### src/rtl/mb_audio_sampler_if.sv
// PCM output channel from the Mockingboard sampler to the platform audio mixer.
// The sampler drives the master side and the consumer drives the slave side.
interface mb_audio_sampler_if;
    logic        sample_valid_o;
    logic        sample_ready_i;
    logic [15:0] sample_l_o;
    logic [15:0] sample_r_o;

    modport master (
        output sample_valid_o, sample_l_o, sample_r_o,
        input  sample_ready_i
    );

    modport slave (
        input  sample_valid_o, sample_l_o, sample_r_o,
        output sample_ready_i
    );
endinterface

### src/rtl/mb_audio_sampler.sv
// Box-car decimates the stereo PSG mix, centres, scales and saturates it to signed 16-bit PCM.
// Optional DC tracking on the centre reference: define MB_AUDIO_DC_BLOCK_EN.
module mb_audio_sampler #(
    parameter int DECIM_LOG2 = 5,
    parameter int MIDPOINT   = 383,
    parameter int GAIN_SHIFT = 5,
    parameter int DC_SHIFT   = 10
) (
    input  logic                 clk_logic,
    input  logic                 system_reset_n,
    input  logic                 sample_en_i,
    input  logic                 enable_i,
    input  logic [9:0]           audio_l_i,
    input  logic [9:0]           audio_r_i,
    mb_audio_sampler_if.master   pcm,
    output logic                 overrun_o,
    input  logic                 overrun_clr_i
);
    localparam int ACC_W = 10 + DECIM_LOG2;
    localparam int DC_W  = 10 + DC_SHIFT;
    localparam logic [DECIM_LOG2-1:0] CNT_MAX = '1;
    localparam logic [9:0] MID10 = 10'(MIDPOINT);

    if (GAIN_SHIFT < 0 || GAIN_SHIFT > 8 || DC_SHIFT < 1) begin : g_bad_param
        $error("mb_audio_sampler: GAIN_SHIFT must be 0..8 and DC_SHIFT >= 1");
    end

    typedef enum logic [1:0] {IDLE, CENTER, SCALE} state_t;

    state_t                  state_q, state_d;
    logic [DECIM_LOG2-1:0]   cnt_q, cnt_d;
    logic [ACC_W-1:0]        acc_l_q, acc_l_d, acc_r_q, acc_r_d;
    logic [ACC_W-1:0]        sum_l, sum_r;
    logic [9:0]              avg_l_q, avg_l_d, avg_r_q, avg_r_d;
    logic [9:0]              ref_l, ref_r;
    logic signed [10:0]      diff_l_q, diff_l_d, diff_r_q, diff_r_d;
    logic signed [10:0]      ctr_l, ctr_r;
    logic [15:0]             out_l_q, out_l_d, out_r_q, out_r_d;
    logic                    valid_q, valid_d;
    logic                    overrun_q, overrun_d;
    logic                    start, load_diff, load_out, overrun_set;

    function automatic logic [15:0] sat16(input logic signed [10:0] d);
        logic signed [19:0] w;
        w = {{9{d[10]}}, d};
        w = w <<< GAIN_SHIFT;
        if (w > 20'sd32767)       sat16 = 16'h7FFF;
        else if (w < -20'sd32768) sat16 = 16'h8000;
        else                      sat16 = w[15:0];
    endfunction

`ifdef MB_AUDIO_DC_BLOCK_EN
    logic [DC_W-1:0] dc_l_q, dc_l_d, dc_r_q, dc_r_d;
    localparam logic [DC_W-1:0] DC_INIT = DC_W'(MIDPOINT) << DC_SHIFT;

    assign ref_l = dc_l_q[DC_W-1:DC_SHIFT];
    assign ref_r = dc_r_q[DC_W-1:DC_SHIFT];

    // The estimate chases the centred sample, so a constant input decays toward zero output.
    always_comb begin
        dc_l_d = dc_l_q;
        dc_r_d = dc_r_q;
        if (load_diff) begin
            dc_l_d = dc_l_q + {{(DC_W-11){ctr_l[10]}}, ctr_l};
            dc_r_d = dc_r_q + {{(DC_W-11){ctr_r[10]}}, ctr_r};
        end
    end

    always_ff @(posedge clk_logic or negedge system_reset_n) begin
        if (!system_reset_n) begin
            dc_l_q <= DC_INIT;
            dc_r_q <= DC_INIT;
        end else begin
            dc_l_q <= dc_l_d;
            dc_r_q <= dc_r_d;
        end
    end
`else
    assign ref_l = MID10;
    assign ref_r = MID10;
`endif

    assign start = sample_en_i & enable_i & (cnt_q == CNT_MAX);
    assign sum_l = acc_l_q + ACC_W'(audio_l_i);
    assign sum_r = acc_r_q + ACC_W'(audio_r_i);
    assign ctr_l = $signed({1'b0, avg_l_q}) - $signed({1'b0, ref_l});
    assign ctr_r = $signed({1'b0, avg_r_q}) - $signed({1'b0, ref_r});

    always_ff @(posedge clk_logic or negedge system_reset_n) begin
        if (!system_reset_n) state_q <= IDLE;
        else                 state_q <= state_d;
    end

    always_comb begin
        state_d = state_q;
        case (state_q)
            IDLE:    if (start) state_d = CENTER;
            CENTER:  state_d = SCALE;
            SCALE:   state_d = IDLE;
            default: state_d = IDLE;
        endcase
    end

    always_comb begin
        load_diff = (state_q == CENTER);
        load_out  = (state_q == SCALE);
    end

    always_comb begin
        cnt_d    = cnt_q;
        acc_l_d  = acc_l_q;
        acc_r_d  = acc_r_q;
        avg_l_d  = avg_l_q;
        avg_r_d  = avg_r_q;
        diff_l_d = diff_l_q;
        diff_r_d = diff_r_q;
        out_l_d  = out_l_q;
        out_r_d  = out_r_q;
        if (!enable_i) begin
            cnt_d   = '0;
            acc_l_d = '0;
            acc_r_d = '0;
        end else if (sample_en_i) begin
            cnt_d = cnt_q + 1'b1;
            if (cnt_q == CNT_MAX) begin
                acc_l_d = '0;
                acc_r_d = '0;
                avg_l_d = sum_l[ACC_W-1:DECIM_LOG2];
                avg_r_d = sum_r[ACC_W-1:DECIM_LOG2];
            end else begin
                acc_l_d = sum_l;
                acc_r_d = sum_r;
            end
        end
        if (load_diff) begin
            diff_l_d = ctr_l;
            diff_r_d = ctr_r;
        end
        if (load_out) begin
            out_l_d = sat16(diff_l_q);
            out_r_d = sat16(diff_r_q);
        end
        // A fresh load always wins over a same-cycle accept.
        if (load_out)                valid_d = 1'b1;
        else if (pcm.sample_ready_i) valid_d = 1'b0;
        else                         valid_d = valid_q;
        overrun_set = load_out & valid_q & ~pcm.sample_ready_i;
        overrun_d   = overrun_set | (overrun_q & ~overrun_clr_i);
    end

    always_ff @(posedge clk_logic or negedge system_reset_n) begin
        if (!system_reset_n) begin
            cnt_q     <= '0;
            acc_l_q   <= '0;
            acc_r_q   <= '0;
            avg_l_q   <= '0;
            avg_r_q   <= '0;
            diff_l_q  <= '0;
            diff_r_q  <= '0;
            out_l_q   <= '0;
            out_r_q   <= '0;
            valid_q   <= 1'b0;
            overrun_q <= 1'b0;
        end else begin
            cnt_q     <= cnt_d;
            acc_l_q   <= acc_l_d;
            acc_r_q   <= acc_r_d;
            avg_l_q   <= avg_l_d;
            avg_r_q   <= avg_r_d;
            diff_l_q  <= diff_l_d;
            diff_r_q  <= diff_r_d;
            out_l_q   <= out_l_d;
            out_r_q   <= out_r_d;
            valid_q   <= valid_d;
            overrun_q <= overrun_d;
        end
    end

    assign pcm.sample_valid_o = valid_q;
    assign pcm.sample_l_o     = out_l_q;
    assign pcm.sample_r_o     = out_r_q;
    assign overrun_o          = overrun_q;
endmodule
### src/flat_wrapper.sv
// flat-port wrapper written by rule: the top's interface ports become plain ports
module mb_audio_sampler_flat 
#(
    parameter int DECIM_LOG2 = 5,
    parameter int MIDPOINT   = 383,
    parameter int GAIN_SHIFT = 5,
    parameter int DC_SHIFT   = 10
)
  (clk_logic, system_reset_n, sample_en_i, enable_i, audio_l_i, audio_r_i, overrun_o, overrun_clr_i, pcm_sample_valid_o, pcm_sample_l_o, pcm_sample_r_o, pcm_sample_ready_i);
  mb_audio_sampler_if pcm_i ();
  input  logic clk_logic;
  input  logic system_reset_n;
  input  logic sample_en_i;
  input  logic enable_i;
  input  logic [9:0] audio_l_i;
  input  logic [9:0] audio_r_i;
  output logic overrun_o;
  input  logic overrun_clr_i;
  output wire logic [$bits(pcm_i.sample_valid_o)-1:0] pcm_sample_valid_o;
  output wire logic [$bits(pcm_i.sample_l_o)-1:0] pcm_sample_l_o;
  output wire logic [$bits(pcm_i.sample_r_o)-1:0] pcm_sample_r_o;
  input wire logic [$bits(pcm_i.sample_ready_i)-1:0] pcm_sample_ready_i;
  assign pcm_sample_valid_o = pcm_i.sample_valid_o;
  assign pcm_sample_l_o = pcm_i.sample_l_o;
  assign pcm_sample_r_o = pcm_i.sample_r_o;
  assign pcm_i.sample_ready_i = pcm_sample_ready_i;
  mb_audio_sampler #(.DECIM_LOG2(DECIM_LOG2), .MIDPOINT(MIDPOINT), .GAIN_SHIFT(GAIN_SHIFT), .DC_SHIFT(DC_SHIFT)) u_core (.clk_logic(clk_logic), .system_reset_n(system_reset_n), .sample_en_i(sample_en_i), .enable_i(enable_i), .audio_l_i(audio_l_i), .audio_r_i(audio_r_i), .pcm(pcm_i), .overrun_o(overrun_o), .overrun_clr_i(overrun_clr_i));
endmodule
### config.mk
export PLATFORM = sky130hd
export DESIGN_NAME = mb_audio_sampler_flat
export DESIGN_NICKNAME = d
export VERILOG_FILES = /design/src/rtl/mb_audio_sampler_if.sv /design/src/rtl/mb_audio_sampler.sv /design/src/flat_wrapper.sv
export SDC_FILE = /design/constraint.sdc
export NUM_CORES = 1
export LEC_CHECK = 0
export CAP_MARGIN = 30
export CORE_AREA = 2 2 101 103
export DETAILED_ROUTE_END_ITERATION = 10
export DIE_AREA = 0 0 103 105
export PLACE_DENSITY = 0.87
export SLEW_MARGIN = 0
export SYNTH_ARGS = -nofsm -noshare
export SYNTH_HDL_FRONTEND = slang
export SYNTH_SLANG_ARGS = --single-unit
### constraint.sdc
create_clock -name clk_logic -period 2.8 [get_ports clk_logic]
set_input_delay 0.56 -clock clk_logic [delete_from_list [all_inputs] [get_ports clk_logic]]
set_output_delay 0.56 -clock clk_logic [all_outputs]
set_load 0.01 [all_outputs]
==> results.toml, run 1 <==
[outcome]
status = "completed"

[clocking]
clk_pin_slew_ps = 100
cts-hold-fix-buffers = 0
cts_tree = "done"
post_cts_buffers = 0
cts.sinks = 103
clock_path_buffers = 2
cts_max_level = 3
insertion_delay_ps = 360
cts-buffers-inserted = 9
ctsResizeCount = 0
cts_root_buf = "clkbuf_8"

[yosys]
netlist-cell-type-count = 56
synth_edf_count = 0
synthTopCellsByArea = "dfrtp_1, nand2_1, o21ai_0"
synthTopCellsByCount = "nand2_1, dfrtp_1, o21ai_0"
synth-seq-area-share_pct = 48.63
syn_inst = 560
syn_avg_cell_area_um2 = 9.464
ys_warn_count = 0
ys_ff_latch = 103
synth-main-ff-cell = "dfrtp_1"
yosysMostFrequentCell = "nand2_1"
yosysTopAreaCell = "dfrtp_1"
synth_area_um2 = 5300
netlist.area_leader.share_pct = 48.63
synthArstFlopShare_pct = 100.0

[placed_design]
dp_slack_ps = -198.0
dp_hpwl_um = 7527
gp_congestion = 0.8550
io_buffer_count = 49

[setup_path]
crit_chain = "clkdlybuf4s50_1 -> ha_1 -> inv_1 -> fa_1 -> nor2b_1 -> o31ai_2 -> a31oi_4 -> buf_4 -> a221o_2 -> a41oi_1 -> a31oi_1"
r2r_end = "u_core.acc_l_q[12]$_DFFE_PN0P_"
startpoint_type = "input port"
path_delay_family = "compound AO/OA/AOI/OAI gates"
path_buf_inv = 3
max_stage_delay_ps = 400
path_class = "in2reg"
cp_slowest_cell = "clkdlybuf4s50_1"
reg2reg_depth = 10
path_max_fanout = 3
worstPathArrival_ps = 2870
crit_required_ps = 3040
ff2ff_setup_slack_ps = 390
reg2reg_from = "u_core.acc_l_q[0]$_DFFE_PN0P_"
crit_path_end_kind = "flip-flop"

[timing]
rsz0062_at_grt = "false"
clock.fmax_mhz = 380.0
slew_headroom_pct = 42.37
min_period_ps = 2632
final-hold-violation-count = 0
post-route-period-util_pct = 94.00
setup_slack_ps = 168.1
setup_viol = 0
slew_violations = 0
tns_ps = 0
tightest_slew_ps = 862.6
fin_worst_hold_slack_ps = 227.3
finClkSkew_ps = 12.63

[final_layout]
drive_gt1_share_pct = 9.221
synthToLayoutAreaGrowth_pct = 17.59
num_antenna_cells = 0
fill_cells = 768
num-nets-final = 676
final_util_pct = 64.65

[route]
remaining_drc_errors = 0
firstDrtPassIters = 4
drt_iter0_markers = 161
ant_nets = 0
vias_per_cell = 5.349
finalWirelength_um = 10410
num_vias = 4076
wire_per_inst_um = 13.67

[floorplan]
core_area_um2 = 9639
start_util_pct = 54.98
fp-row-count = 36
die_h_um = 105
dieArea_um2 = 10820
die_w_um = 103
ios = 60

[pwr]
vdd.ir_drop.worst_uv = 262.3
total_leakage_power_uw = 0.002928
power_density_nw_per_um2 = 517.9

[worst_hold_path]
worst_hold_path_type = "in2async"

[global_route]
grt_pass1_wl_um = 17720
globalRouteOverflowTotal = 0
grt_max_degree = 55
antenna_found_initial = 0
grt_pass1_vias = 3991
track_usage_pct = 20.31

[run]
drv_cap = 0
-- per-layer routing --
metal / track usage (%) / up-vias / routed length [um]
met5: 0 / - / 0
li1: - / 2012 / -
met1: 26.29 / 1933 / 4596
met4: 8.271 / 0 / 219
met2: 33.49 / 108 / 5145
met3: 3.411 / 23 / 452
-- flip-flops by register name (all words and copies together), names as in the netlist --
register	count
u_core.acc_l_q	15
u_core.acc_r_q	15
u_core.avg_l_q	10
u_core.avg_r_q	10
u_core.cnt_q	5
u_core.diff_l_q	11
u_core.diff_r_q	11
u_core.overrun_o	1
u_core.pcm.sample_l_o	11
u_core.pcm.sample_r_o	11
u_core.pcm.sample_valid_o	1
u_core.state_q	2
-- cell usage in the layout (no fill, tap or decap), drive strengths merged, types with 7 or more instances in the layout --
master / n
a21oi: 25
a31oi: 9
and3: 7
buf: 30
clkbuf: 10
clkdlybuf4s50: 48
conb: 10
dfrtp: 103
ha: 24
inv: 16
nand2: 137
nand2b: 13
nand3: 11
nor2: 12
nor2b: 8
o21ai: 64
xnor2: 21
xor2: 20
-- how the worst max path moves through the flow --
stage | depth (start not counted) | startpoint | end | slack [ps]
finish | 11 | audio_l_i[0] | u_core.acc_l_q[12]$_DFFE_PN0P_ | 170
global route | 11 | audio_l_i[0] | u_core.acc_l_q[12]$_DFFE_PN0P_ | 100
CTS | 11 | audio_l_i[0] | u_core.acc_l_q[12]$_DFFE_PN0P_ | 190
detailed placement | 11 | audio_l_i[0] | u_core.acc_l_q[12]$_DFFE_PN0P_ | -200
global placement | 10 | audio_l_i[0] | u_core.acc_l_q[14]$_DFFE_PN0P_ | -70
floorplan | 9 | audio_l_i[0] | u_core.acc_l_q[14]$_DFFE_PN0P_ | 420
-- cells by family (layout without fill, tap and decap cells) --
group           count (synthesis)  in the layout  share of synthesized area, %
compound gates                133            133                         15.82
simple gates                  206            206                         17.16
xor+xnor                       41             41                         6.775
mux                             4              4                        0.8026
buf+inv                        46            106                         4.320
fa+ha+maj                      26             26                         6.421
other cells                     1             10                       0.07075
flops                         103            103                         48.63
-- layout make-up --
class,instances,area [um^2],share of cell area [%]
Tap cell,133,166.4,2.670
Clock buffer,10,137.6,2.208
Timing Repair Buffer,78,705.7,11.32
Multi-Input combinational cell,420,2527,40.55
Clock inverter,6,72.57,1.164
Inverter,12,45.04,0.7227
Sequential cell,103,2577,41.36
-- worst register-to-register path: stages, from the launching register on --
cell	delay (ps)
dfrtp_1	400
ha_1	190
inv_1	70
fa_1	210
nor2b_1	80
o31ai_2	300
a31oi_4	150
buf_4	160
a221o_2	360
a41oi_1	290
a31oi_1	80
-- through the flow --
step	area, um^2	total power (uW)	instances
after floorplan	5334	2045	569
after global placement	6022	2219	746
after detailed placement	6022	2253	746
after CTS	6232	3233	762
after global routing	6232	3375	762
final	6232	3228	762
-- where the power goes --
group	internal, uW	switching [uW]	total, uW
Clock	451	539	990
Combinational	280	343	623
Sequential	1550	66.6	1610
Total	2280	948	3230
(Power assumes the default switching activity.)
==> inputs of run 2 (changes only) <==
--- a/config.mk
+++ b/config.mk
@@ -6,10 +6,10 @@
 export NUM_CORES = 1
 export LEC_CHECK = 0
 export CAP_MARGIN = 30
-export CORE_AREA = 2 2 101 103
+export CORE_AREA = 2 2 97 99
 export DETAILED_ROUTE_END_ITERATION = 10
-export DIE_AREA = 0 0 103 105
-export PLACE_DENSITY = 0.87
+export DIE_AREA = 0 0 99 101
+export PLACE_DENSITY = 0.93
 export SLEW_MARGIN = 0
 export SYNTH_ARGS = -nofsm -noshare
 export SYNTH_HDL_FRONTEND = slang
==> constraint.sdc (replaced) <==
create_clock -name clk_logic -period 3.35 [get_ports clk_logic]
set_input_delay 0.67 -clock clk_logic [delete_from_list [all_inputs] [get_ports clk_logic]]
set_output_delay 0.67 -clock clk_logic [all_outputs]
set_load 0.01 [all_outputs]
==> run 2 against run 1 <==
  * Wire length down 3.3%
  * Highest routed layer unchanged
  * Final area down 3.1%
  * Largest cell class unchanged
  * Core utilization up 2.6 points
==> results.toml, run 2 (synthesis results as in run 1) <==
[pwr]
pwr-share-clk_pct = 29.7
comb_power_share_pct = 18.2
p_seq_share_pct = 52.1
internal-power_uw = 1806
power_density_nw_per_um2 = 429.9
p_switching_uw = 789.9
switching_share_pct = 30.43
vdd.ir_drop.worst_uv = 311.1
total_leakage_power_uw = 0.002827

[route]
drt_iter0_markers = 203
wire_per_inst_um = 14.03
finalWirelength_um = 10070
vias_per_cell = 5.561
num_vias = 3993
ant_nets = 0
firstDrtPassIters = 4
remaining_drc_errors = 0

[timing]
post-route-period-util_pct = 83.60
final-hold-violation-count = 0
fin_worst_hold_slack_ps = 355.1
min_period_ps = 2801
setup_viol = 0
slew_violations = 0
slew_headroom_pct = 44.38
tns_ps = 0
rsz0062_at_grt = "false"
tightest_slew_ps = 834.3
finClkSkew_ps = 9.058
clock.fmax_mhz = 357.1

[global_route]
antenna_found_initial = 0
grt_pass1_wl_um = 17570
globalRouteOverflowTotal = 0
grt_max_degree = 64
track_usage_pct = 21.65
grt_pass1_vias = 3911

[floorplan]
start_util_pct = 59.04
die_h_um = 101
dieArea_um2 = 9999
fp-row-count = 35
core_area_um2 = 8977
die_w_um = 99
ios = 60

[setup_path]
reg2reg_depth = 9
r2r_end = "u_core.acc_r_q[14]$_DFFE_PN0P_"
worstPathArrival_ps = 3070
path_max_fanout = 4
crit_path_end_kind = "flip-flop"
startpoint_type = "input port"
ff2ff_setup_slack_ps = 940
path_class = "in2reg"
crit_required_ps = 3610
reg2reg_from = "u_core.acc_r_q[0]$_DFFE_PN0P_"

[placed_design]
dp_hpwl_um = 7343
io_buffer_count = 49
gp_congestion = 0.8925

[final_layout]
drive_gt1_share_pct = 5.931
final_cell_mix = "nand2_1, dfrtp_1, o21ai_0"
num_antenna_cells = 0
fill_cells = 689
mostFrequentLayoutCell = "nand2_1"
num-nets-final = 654
synthToLayoutAreaGrowth_pct = 13.90
top_regs = "u_core.acc_l_q x15, u_core.acc_r_q x15"

[clocking]
cts-hold-fix-buffers = 0
clk_pin_slew_ps = 100
clock_path_buffers = 2
cts-buffers-inserted = 9
insertion_delay_ps = 380
post_cts_buffers = 0
cts.sinks = 103
cts_root_buf = "clkbuf_8"
cts_tree = "done"
cts_max_level = 3
ctsResizeCount = 0

[run]
drv_cap = 0

[worst_hold_path]
worst_hold_path_type = "in2async"

[outcome]
status = "completed"
-- run 2: changes by cell type in the layout (fill, tap and decap cells not counted) --
cell and delta:
clkinvlp_4 -1, buf_4 -23, inv_6 -1, inv_8 +2
clkinv_4 +1, bufinv_16 -1, buf_12 +1
-- run 2: worst max-delay path by stage --
stage / start / to / slack [ps] / depth (start not counted)
after floorplan: audio_l_i[0] / u_core.acc_l_q[14]$_DFFE_PN0P_ / 860 / 9
after global placement: audio_r_i[0] / u_core.acc_r_q[14]$_DFFE_PN0P_ / 270 / 10
after detailed placement: audio_r_i[0] / u_core.acc_r_q[14]$_DFFE_PN0P_ / 160 / 10
after CTS: audio_r_i[0] / u_core.acc_r_q[14]$_DFFE_PN0P_ / 570 / 10
after global routing: audio_r_i[0] / u_core.acc_r_q[14]$_DFFE_PN0P_ / 340 / 10
final: audio_r_i[0] / u_core.acc_r_q[14]$_DFFE_PN0P_ / 550 / 10
-- run 2: layout make-up --
class,instances,area [um^2],area share [%]
clock buffers,10,137.6,2.280
clock inverters,6,57.56,0.9534
inverters,12,45.04,0.7461
multi-input cells,420,2527,41.87
flip-flops and latches,103,2577,42.69
well taps,111,138.9,2.301
repair buffers,56,553.0,9.161
-- run 2: power groups by stage --
stage               clock network (uW)  registers [uW]  logic [uW]
finish                             772            1350         473
global route                       843            1360         526
CTS                                798            1350         471
detailed placement                   0            1370         469
global placement                     0            1370         446
floorplan                            0            1340         366
-- run 2: metal layers --
metal  track usage, %  up-vias  part of all wire (%)
li1                 -     1974                     -
met1            27.71     1898                    43
met2            36.64      107                    50
met3            4.300       14                   4.8
met4            8.114        0                   1.7
met5                0        -                     0
-- run 2: stage by stage --
stage | power [uW] | worst slack (ps) | area [um^2] | instances | utilization, %
global route | 2729 | 343.1 | 6037 | 718 | 67.25
finish | 2595 | 549.4 | 6037 | 718 | 67.25
detailed placement | 1842 | 162.7 | 5842 | 702 | 65.07
floorplan | 1709 | 863.2 | 5334 | 569 | -
global placement | 1812 | 265.3 | 5842 | 702 | 65.07
CTS | 2619 | 572.0 | 6037 | 718 | 67.25
-- run 2: worst max-delay path, cell delays in order --
cell	delay, ps
clkdlybuf4s50_1	460
ha_1	200
inv_1	70
fa_1	390
nand2b_1	190
a21oi_1	270
o2111ai_2	210
a21oi_1	280
o21ai_0	120
a22o_1	210
